**config.mk**
```make
export PLATFORM = sky130hd
export DESIGN_NAME = gate_lane_pipe_flat
export DESIGN_NICKNAME = d
export VERILOG_FILES = /design/src/rtl/gate_lane_pipe_if.sv /design/src/rtl/gate_lane_pipe.sv /design/src/flat_wrapper.sv
export SDC_FILE = /design/constraint.sdc
export NUM_CORES = 1
export LEC_CHECK = 0
export CORE_MARGIN = 1.5
export CORE_UTILIZATION = 50
export DETAILED_ROUTE_END_ITERATION = 6
export PLACE_DENSITY = 0.82
export SLEW_MARGIN = 20
export SYNTH_ARGS = -nofsm -noshare
export SYNTH_HDL_FRONTEND = slang
export SYNTH_SLANG_ARGS = --single-unit
```
**constraint.sdc**
```tcl
create_clock -name clk -period 4.2 [get_ports clk]
set_input_delay 0.63 -clock clk [delete_from_list [all_inputs] [get_ports clk]]
set_output_delay 0.63 -clock clk [all_outputs]
set_load 0.005 [all_outputs]
```
**src/rtl/gate_lane_pipe_if.sv**
```systemverilog
// Handshake bundle for gate_lane_pipe: source side (in_*) and sink side (out_*, xfer_cnt).
// out_par is present only when GATE_LANE_PIPE_PARITY_EN is defined.
interface gate_lane_pipe_if #(
    parameter int unsigned CH    = 4,
    parameter int unsigned W     = 8,
    parameter int unsigned CNT_W = 16
);
    logic                 in_valid;
    logic                 in_ready;
    logic [1:0]           in_op;
    logic [CH-1:0][W-1:0] in_a;
    logic [CH-1:0][W-1:0] in_b;
    logic                 out_valid;
    logic                 out_ready;
    logic [CH-1:0][W-1:0] out_data;
    logic [CNT_W-1:0]     xfer_cnt;
`ifdef GATE_LANE_PIPE_PARITY_EN
    logic [CH-1:0]        out_par;

    modport master (
        output in_valid, in_op, in_a, in_b, out_ready,
        input  in_ready, out_valid, out_data, xfer_cnt, out_par
    );
    modport slave (
        input  in_valid, in_op, in_a, in_b, out_ready,
        output in_ready, out_valid, out_data, xfer_cnt, out_par
    );
`else
    modport master (
        output in_valid, in_op, in_a, in_b, out_ready,
        input  in_ready, out_valid, out_data, xfer_cnt
    );
    modport slave (
        input  in_valid, in_op, in_a, in_b, out_ready,
        output in_ready, out_valid, out_data, xfer_cnt
    );
`endif
endinterface

```
**src/rtl/gate_lane_pipe.sv**
```systemverilog
// Lane-wise AND/OR/XOR/NOT gate feeding a DEPTH-entry result FIFO with a registered head.
// Optional per-lane head parity output under GATE_LANE_PIPE_PARITY_EN.
module gate_lane_pipe #(
    parameter int unsigned CH    = 4,
    parameter int unsigned W     = 8,
    parameter int unsigned DEPTH = 2,
    parameter int unsigned CNT_W = 16
) (
    input logic             clk,
    input logic             rst,
    gate_lane_pipe_if.slave bus
);
    localparam int unsigned PW = (DEPTH > 1) ? $clog2(DEPTH) : 1;
    localparam int unsigned CW = $clog2(DEPTH + 1);

    typedef logic [CH-1:0][W-1:0] lane_t;

    lane_t            r_mem [DEPTH];
    lane_t            r_head;
    logic [PW-1:0]    r_wptr;
    logic [PW-1:0]    r_rptr;
    logic [CW-1:0]    r_count;
    logic [CNT_W-1:0] r_xfer_cnt;

    lane_t            w_res;
    lane_t            w_head_d;
    logic [PW-1:0]    w_wptr_d;
    logic [PW-1:0]    w_rptr_d;
    logic [CW-1:0]    w_count_d;
    logic             w_full;
    logic             w_empty;
    logic             w_push;
    logic             w_pop;

    function automatic logic [PW-1:0] ptr_inc(input logic [PW-1:0] p);
        return (p == PW'(DEPTH - 1)) ? '0 : p + 1'b1;
    endfunction

    assign w_full  = (r_count == CW'(DEPTH));
    assign w_empty = (r_count == '0);
    assign w_push  = bus.in_valid && !w_full;
    assign w_pop   = !w_empty && bus.out_ready;

    always_comb begin
        w_res = '0;
        unique case (bus.in_op)
            2'd0: w_res = bus.in_a & bus.in_b;
            2'd1: w_res = bus.in_a | bus.in_b;
            2'd2: w_res = bus.in_a ^ bus.in_b;
            2'd3: w_res = ~bus.in_a;
        endcase
    end

    always_comb begin
        w_rptr_d  = w_pop ? ptr_inc(r_rptr) : r_rptr;
        w_wptr_d  = w_push ? ptr_inc(r_wptr) : r_wptr;
        w_count_d = r_count;
        if (w_push && !w_pop) begin
            w_count_d = r_count + CW'(1);
        end else if (w_pop && !w_push) begin
            w_count_d = r_count - CW'(1);
        end
        // Next head comes from the incoming result when it lands in the slot rptr will point at.
        w_head_d = r_head;
        if (w_count_d != '0) begin
            if (w_push && (r_wptr == w_rptr_d)) begin
                w_head_d = w_res;
            end else begin
                w_head_d = r_mem[w_rptr_d];
            end
        end
    end

    always_ff @(posedge clk) begin
        if (w_push) begin
            r_mem[r_wptr] <= w_res;
        end
    end

    always_ff @(posedge clk) begin
        if (rst) begin
            r_wptr     <= '0;
            r_rptr     <= '0;
            r_count    <= '0;
            r_head     <= '0;
            r_xfer_cnt <= '0;
        end else begin
            r_wptr  <= w_wptr_d;
            r_rptr  <= w_rptr_d;
            r_count <= w_count_d;
            r_head  <= w_head_d;
            if (w_pop && (r_xfer_cnt != '1)) begin
                r_xfer_cnt <= r_xfer_cnt + 1'b1;
            end
        end
    end

    assign bus.in_ready  = !w_full;
    assign bus.out_valid = !w_empty;
    assign bus.out_data  = r_head;
    assign bus.xfer_cnt  = r_xfer_cnt;

`ifdef GATE_LANE_PIPE_PARITY_EN
    logic [CH-1:0] r_par;
    logic [CH-1:0] w_par_d;

    always_comb begin
        w_par_d = '0;
        for (int unsigned i = 0; i < CH; i++) begin
            w_par_d[i] = ^w_head_d[i];
        end
    end

    always_ff @(posedge clk) begin
        if (rst) begin
            r_par <= '0;
        end else begin
            r_par <= w_par_d;
        end
    end

    assign bus.out_par = r_par;
`endif
endmodule
```
**src/flat_wrapper.sv**
```systemverilog
// flat-port wrapper written by rule: the top's interface ports become plain ports
module gate_lane_pipe_flat 
#(
    parameter int unsigned CH    = 4,
    parameter int unsigned W     = 8,
    parameter int unsigned DEPTH = 2,
    parameter int unsigned CNT_W = 16
)
  (clk, rst, bus_in_valid, bus_in_op, bus_in_a, bus_in_b, bus_out_ready, bus_in_ready, bus_out_valid, bus_out_data, bus_xfer_cnt);
  gate_lane_pipe_if #(.CH(CH), .W(W), .CNT_W(CNT_W)) bus_i ();
  input logic clk;
  input logic rst;
  input wire logic [$bits(bus_i.in_valid)-1:0] bus_in_valid;
  input wire logic [$bits(bus_i.in_op)-1:0] bus_in_op;
  input wire logic [$bits(bus_i.in_a)-1:0] bus_in_a;
  input wire logic [$bits(bus_i.in_b)-1:0] bus_in_b;
  input wire logic [$bits(bus_i.out_ready)-1:0] bus_out_ready;
  output wire logic [$bits(bus_i.in_ready)-1:0] bus_in_ready;
  output wire logic [$bits(bus_i.out_valid)-1:0] bus_out_valid;
  output wire logic [$bits(bus_i.out_data)-1:0] bus_out_data;
  output wire logic [$bits(bus_i.xfer_cnt)-1:0] bus_xfer_cnt;
  assign bus_i.in_valid = bus_in_valid;
  assign bus_i.in_op = bus_in_op;
  assign bus_i.in_a = bus_in_a;
  assign bus_i.in_b = bus_in_b;
  assign bus_i.out_ready = bus_out_ready;
  assign bus_in_ready = bus_i.in_ready;
  assign bus_out_valid = bus_i.out_valid;
  assign bus_out_data = bus_i.out_data;
  assign bus_xfer_cnt = bus_i.xfer_cnt;
  gate_lane_pipe #(.CH(CH), .W(W), .DEPTH(DEPTH), .CNT_W(CNT_W)) u_core (.clk(clk), .rst(rst), .bus(bus_i));
endmodule
```
==> results of run 1 <==
## placed cells by master (no fill, tap or decap), types with 3 or more instances in the layout
cell / count
clkdlybuf4s50_1: 116
inv_1: 101
ha_1: 67
edfxtp_1: 64
nor2_1: 55
dfxtp_1: 52
mux4_2: 32
nor2b_1: 32
nand3b_1: 32
a211oi_2: 30
o41ai_2: 30
clkbuf_16: 17
xnor2_1: 11
buf_4: 8
nand3_1: 7
nor3_1: 5
nand4_1: 4
clkbuf_8: 4
clkinv_2: 4
nor4_1: 3
nor3b_1: 3
nand2_1: 3
a211oi_1: 3
clkinvlp_4: 3
## sequential cells by signal (all words and copies together) (netlist names)
signal,count
u_core.r_mem,64
u_core.bus.out_data,32
u_core.bus.xfer_cnt,16
u_core.r_count,2
u_core.r_rptr,1
u_core.r_wptr,1
## cells by family (layout without fill, tap and decap cells)
kind of cell | count (synthesis) | count (layout) | share of synthesized area (%)
compound gates | 74 | 74 | 13.4
xor+xnor | 15 | 15 | 2.31
fa+ha+maj | 67 | 67 | 11.5
buf+inv | 140 | 259 | 9.13
flops | 116 | 116 | 40.6
mux | 34 | 34 | 10.4
simple gates | 161 | 161 | 12.7
## cell type report
cell class | count | share of cell area (%)
Multi-Input combinational cell | 351 | 40.6
Tap cell | 180 | 2.48
Sequential cell | 116 | 32.7
Clock inverter | 9 | 1.13
Inverter | 102 | 4.22
Timing Repair Buffer | 125 | 13.5
Clock buffer | 23 | 5.38
## per-layer routing
metal  up-vias  track usage (%)
met1      2518             23.4
met2       133             36.9
met5         -                0
met4         0             8.19
met3        20             4.30
li1       2376                -
## critical path: cells and delay by family, from the launching register on
family | cells | cell delay, ns
compound gates | 2 | 0.42
simple gates | 2 | 0.52
flops | 1 | 0.44
buf+inv | 2 | 0.50
mux | 1 | 0.65
fa+ha+maj | 1 | 0.23
## worst max-delay path by stage
| stage | slack [ns] | cells after the start | to | startpoint |
|---|---|---|---|---|
| 2_1_floorplan | 0.93 | 8 | u_core.bus.out_data[1]$_SDFFE_PP0P_ | u_core.r_count[0]$_SDFF_PP0_ |
| 3_3_place_gp | 1.13 | 7 | u_core.bus.out_data[30]$_SDFFE_PP0P_ | bus_in_valid |
| 3_5_place_dp | 0.94 | 7 | u_core.bus.out_data[30]$_SDFFE_PP0P_ | bus_in_valid |
| 4_1_cts | 1.29 | 8 | u_core.bus.out_data[30]$_SDFFE_PP0P_ | u_core.r_count[0]$_SDFF_PP0_ |
| 5_1_grt | 1.08 | 8 | u_core.bus.out_data[30]$_SDFFE_PP0P_ | u_core.r_count[0]$_SDFF_PP0_ |
| 6_report | 1.31 | 8 | u_core.bus.out_data[30]$_SDFFE_PP0P_ | u_core.r_count[0]$_SDFF_PP0_ |
## where the power goes
part           switching, W  internal, W  total, W
logic               0.00104     0.000830   0.00188
clock network      0.000485     0.000930   0.00142
registers          0.000133      0.00147   0.00160
## through the flow
stage	util, %	setup WS [ns]	area (sq um)
3_5_place_dp	60.4	0.936	8480
2_1_floorplan	-	0.927	7300
5_1_grt	64.6	1.08	9070
6_report	64.6	1.31	9070
3_3_place_gp	60.4	1.13	8480
4_1_cts	64.6	1.29	9070
==> flow_summary.yaml, run 1 <==
pwr:
  irDropWorstVdd_v: 0.000410
  power.leakage_nw: 3.61
  cellPowerDensity_nw_per_um2: 539
  p_total_w: 0.00489
cells_and_area:
  fin_nets: 850
  syn_to_final_growth_pct: 24.2
  fillCellCount: 1047
  antenna_cells: 0
  final_cell_count_no_fill: 906
  multi_input_area_sq_um: 3680
  seqCellArea_sq_um: 2960
  drive_above_1_share_pct: 20.0
clock_tree:
  cts_made_buffers: 17
  cts_tree: "yes"
  hold_buffers: 0
  path_clk_slew_ns: 0.05
  cts_sinks: 116
  cts-root-buf: "clkbuf_16"
  cts.path.max_buffers: 2
  cts_max_level: 4
  ctsResizeCount: 0
  post_cts_buffers: 0
  clk_latency_ns: 0.41
logic_synthesis:
  synth_edf_count: 64
  synth_top_area_share_pct: 26.3
  ys_seq_area_share_pct: 40.6
  synth.top_cells.by_area: "edfxtp_1 26%, dfxtp_1 14%, ha_1 11%"
  synth_warnings: 0
  yosys.area.top_type: "edfxtp_1"
  ys.flop_type: "edfxtp_1"
  synth_common_cells: "101 x inv_1, 67 x ha_1, 64 x edfxtp_1, 56 x nor2_1, 52 x dfxtp_1"
  syn_area_per_cell_sq_um: 12.0
  netlist_area_sq_um: 7300
  ys_ff_latch: 116
  synth_cell_types: 50
  yosysMostFrequentCell: "inv_1"
  syn_nets: 744
  synthesis.instances: 607
  async_reset_ff_share_pct: 0
flow_run:
  max_cap_violations: 0
routing:
  avgViaCountPerCell: 5.57
  wl_met1_um: 6260
  topRoutingLayerUsed: "met4"
  wl_um: 15200
  final_antenna_net_count: 0
  wl_met2_um: 7980
  num_vias: 5047
  dr_wl_met3_um: 691
  drcViolationCount: 0
  wl_per_cell_um: 16.8
  dr.first_iter.drc_count: 350
  dr.pass1.iters: 4
worst_setup_path:
  r2r_cells: 8
  required_ns: 4.49
  cpPeakStageDelay_ns: 0.65
  critPathArrivalTime_ns: 3.18
  cp_slowest_cell: "mux2_4"
  worst-r2r-setup-slack_ns: 1.31
  crit_path_start_kind: "flip-flop"
  crit_type: "reg2reg"
  reg2reg_from: "u_core.r_count[0]$_SDFF_PP0_"
  cp_max_fo: 33
  worstPathCellList: "inv_2 -> ha_1 -> and2b_1 -> and2_2 -> buf_4 -> mux2_4 -> a211oi_1 -> o41ai_1"
  reg2reg_to: "u_core.bus.out_data[30]$_SDFFE_PP0P_"
  cp-end-kind: "flip-flop"
sta:
  fin_crit_sh_pct: 68.7
  finalHoldViolCount: 0
  slew_viol_final: 0
  finClkSkew_ns: 0.0118
  fmax_ghz: 0.346
  whs_ns: 0.501
  post-route-min-period_ns: 2.89
  maxSlewHeadroom_pct: 33.6
  finalSetupTns_ns: 0
  rsz0062_at_grt: "false"
  setup_viol: 0
  max_slew.worst_pin.slew_ns: 0.996
global_routing:
  grt_usage_pct: 20.4
  grt_max_degree: 85
  grt_pass1_vias: 5139
  overflow: 0
  grt_pass1_wl_um: 24100
  antenna_found_initial: 0
floorplanning:
  die_w_um: 124
  num_rows: 43
  floorplan.initialDensity_pct: 52.0
  coreArea_sq_um: 14000
  dieHeight_um: 124
  ioPinCount: 120
  die-area_sq_um: 15300
place:
  gp_congestion: 0.831
  dp_hpwl_um: 10300
  io_buffers: 119
  dp.cells: 874
status:
  status: "completed"
min_path:
  hp-start: "u_core.bus.out_data[4]$_SDFFE_PP0P_"
  min_to: "u_core.bus.out_data[4]$_SDFFE_PP0P_"
  hold_depth: 2
  hold_path_class: "reg2reg"
Note: power is estimated with default switching activity, not from simulation.
==> run 2: changes to the inputs <==
--- a/config.mk
+++ b/config.mk
@@ -6,9 +6,9 @@
 export NUM_CORES = 1
 export LEC_CHECK = 0
 export CORE_MARGIN = 1.5
-export CORE_UTILIZATION = 50
+export CORE_UTILIZATION = 49
 export DETAILED_ROUTE_END_ITERATION = 6
-export PLACE_DENSITY = 0.82
+export PLACE_DENSITY = 0.83
 export SLEW_MARGIN = 20
 export SYNTH_ARGS = -nofsm -noshare
 export SYNTH_HDL_FRONTEND = slang
==> constraint.sdc (replaced) <==
create_clock -name clk -period 2.45 [get_ports clk]
set_input_delay 0.3675 -clock clk [delete_from_list [all_inputs] [get_ports clk]]
set_output_delay 0.3675 -clock clk [all_outputs]
set_load 0.005 [all_outputs]
==> run 2 against run 1 <==
Global-route usage up 0.12 points. Die area up 2.0%. Combinational power up 83%. Critical path depth down 1. Hold slack worse by 0.0026 ns. Sequential power up 72%. Sequential cell count unchanged. Routed wire length up 4.0%. Core utilization down 1.0 points. Critical path type unchanged.
==> flow_summary.yaml, run 2 (same netlist as run 1, synthesis figures left out) <==
status:
  status: "completed"
floorplanning:
  dieHeight_um: 125
  die_w_um: 125
  floorplan.initialDensity_pct: 50.2
  ioPinCount: 120
  num_rows: 44
  coreArea_sq_um: 14500
  die-area_sq_um: 15600
clock_tree:
  clk_latency_ns: 0.41
  cts-root-buf: "clkbuf_16"
  hold_buffers: 0
  cts.path.max_buffers: 2
  cts_tree: "yes"
  cts_made_buffers: 17
  cts_max_level: 4
  cts_sinks: 116
  path_clk_slew_ns: 0.05
place:
  io_buffers: 119
  gp_congestion: 0.769
  place_worst_setup_slack_ns: 0.0173
  dp_hpwl_um: 10800
worst_setup_path:
  worstPathCellList: "inv_2 -> ha_1 -> nor2b_4 -> xnor2_4 -> mux2_8 -> a211oi_2 -> o41ai_2"
  cp_max_fo: 32
  cpPeakStageDelay_ns: 0.56
  crit_path_start_kind: "flip-flop"
  required_ns: 2.69
  crit_type: "reg2reg"
  cp_slowest_cell: "mux2_8"
  cp-end-kind: "flip-flop"
  critPathArrivalTime_ns: 2.55
global_routing:
  grt_pass1_vias: 5428
  grt_max_degree: 85
  grt_usage_pct: 20.5
  overflow: 0
  antenna_found_initial: 0
  grt_pass1_wl_um: 25600
routing:
  dr.first_iter.drc_count: 343
  wl_um: 15800
  drcViolationCount: 0
  avgViaCountPerCell: 5.55
  num_vias: 5099
  dr.pass1.iters: 5
  final_antenna_net_count: 0
  wl_per_cell_um: 17.2
cells_and_area:
  mostFrequentLayoutCells: "116 x clkdlybuf4s50_1, 101 x inv_1, 67 x ha_1"
  syn_to_final_growth_pct: 26.5
  drive_above_1_share_pct: 20.4
  fin_nets: 859
  final_common_cell: "clkdlybuf4s50_1"
  regMostFlops: "u_core.r_mem"
  fin_util_pct: 63.5
  seqCellArea_sq_um: 2960
  antenna_cells: 0
  largest_reg_flops: 64
  fillCellCount: 1096
  multi_input_area_sq_um: 3690
min_path:
  hold_path_class: "reg2reg"
sta:
  max_slew.worst_pin.slew_ns: 0.949
  worst_slack_ns: 0.143
  rsz0062_at_grt: "false"
  slew_viol_final: 0
  setup_viol: 0
  maxSlewHeadroom_pct: 36.7
  fin_crit_sh_pct: 94.1
  whs_ns: 0.499
  post-route-min-period_ns: 2.31
  finClkSkew_ns: 0.00800
  finalHoldViolCount: 0
  fmax_ghz: 0.434
  finalSetupTns_ns: 0
pwr:
  cellPowerDensity_nw_per_um2: 957
  power.leakage_nw: 3.69
  irDropWorstVdd_v: 0.000726
flow_run:
  max_cap_violations: 0
-- run 2: where the power goes --
part           switching (W)  internal (W)  leakage, nW
clock               0.000855       0.00179        0.300
combinational        0.00185       0.00158         2.37
sequential          0.000230       0.00252         1.02
total                0.00294       0.00589         3.69
-- run 2: cell type report --
type | instances | share of cell area (%)
multi-input cells | 351 | 40.0
flip-flops and latches | 116 | 32.1
well taps | 184 | 2.49
repair buffers | 134 | 14.5
inverters | 102 | 4.15
clock inverters | 11 | 1.99
clock buffers | 21 | 4.77
-- run 2: worst max-delay path: cells and delay by family, from the launching register on --
| family | cells | cell delay (ns) |
|---|---|---|
| adders and majority gates | 1 | 0.25 |
| buffers and inverters | 1 | 0.08 |
| DFF | 1 | 0.44 |
| muxes | 1 | 0.56 |
| and+or+nand+nor | 1 | 0.22 |
| xor gates and xnor gates | 1 | 0.20 |
| AOI/OAI and AO/OA | 2 | 0.39 |
-- run 2: metrics by stage --
stage          std cells  power, W  area, sq um
2_1_floorplan        607   0.00521         7310
3_5_place_dp         887   0.00618         8600
6_report             919   0.00883         9240
5_1_grt              919   0.00924         9240
3_3_place_gp         887   0.00600         8600
4_1_cts              919   0.00887         9220
-- run 2: timing repair --
action	4_1_cts	5_1_grt
setup endpoints to repair	0	24
buffers inserted	0	0
gates resized for setup	0	1
-- run 2: metal layers --
metal / track usage (%) / vias to the layer above / wire length (um)
met1: 23.8 / 2543 / 6520
li1: - / 2390 / -
met4: 7.89 / 0 / 195
met5: 0 / - / 0
met3: 4.19 / 14 / 706
met2: 37.2 / 152 / 8380
-- run 2: final timing paths --
| kind | start | to | slack [ns] | depth (start not counted) |
|---|---|---|---|---|
| worst max-delay path | u_core.r_count[0]$_SDFF_PP0_ | u_core.bus.out_data[0]$_SDFFE_PP0P_ | 0.14 | 7 |
| worst min register to register | u_core.bus.out_data[29]$_SDFFE_PP0P_ | u_core.bus.out_data[29]$_SDFFE_PP0P_ | 0.50 | 2 |
| worst min-delay path | u_core.bus.out_data[29]$_SDFFE_PP0P_ | u_core.bus.out_data[29]$_SDFFE_PP0P_ | 0.50 | 2 |
| worst max register to register | u_core.r_count[0]$_SDFF_PP0_ | u_core.bus.out_data[0]$_SDFFE_PP0P_ | 0.14 | 7 |
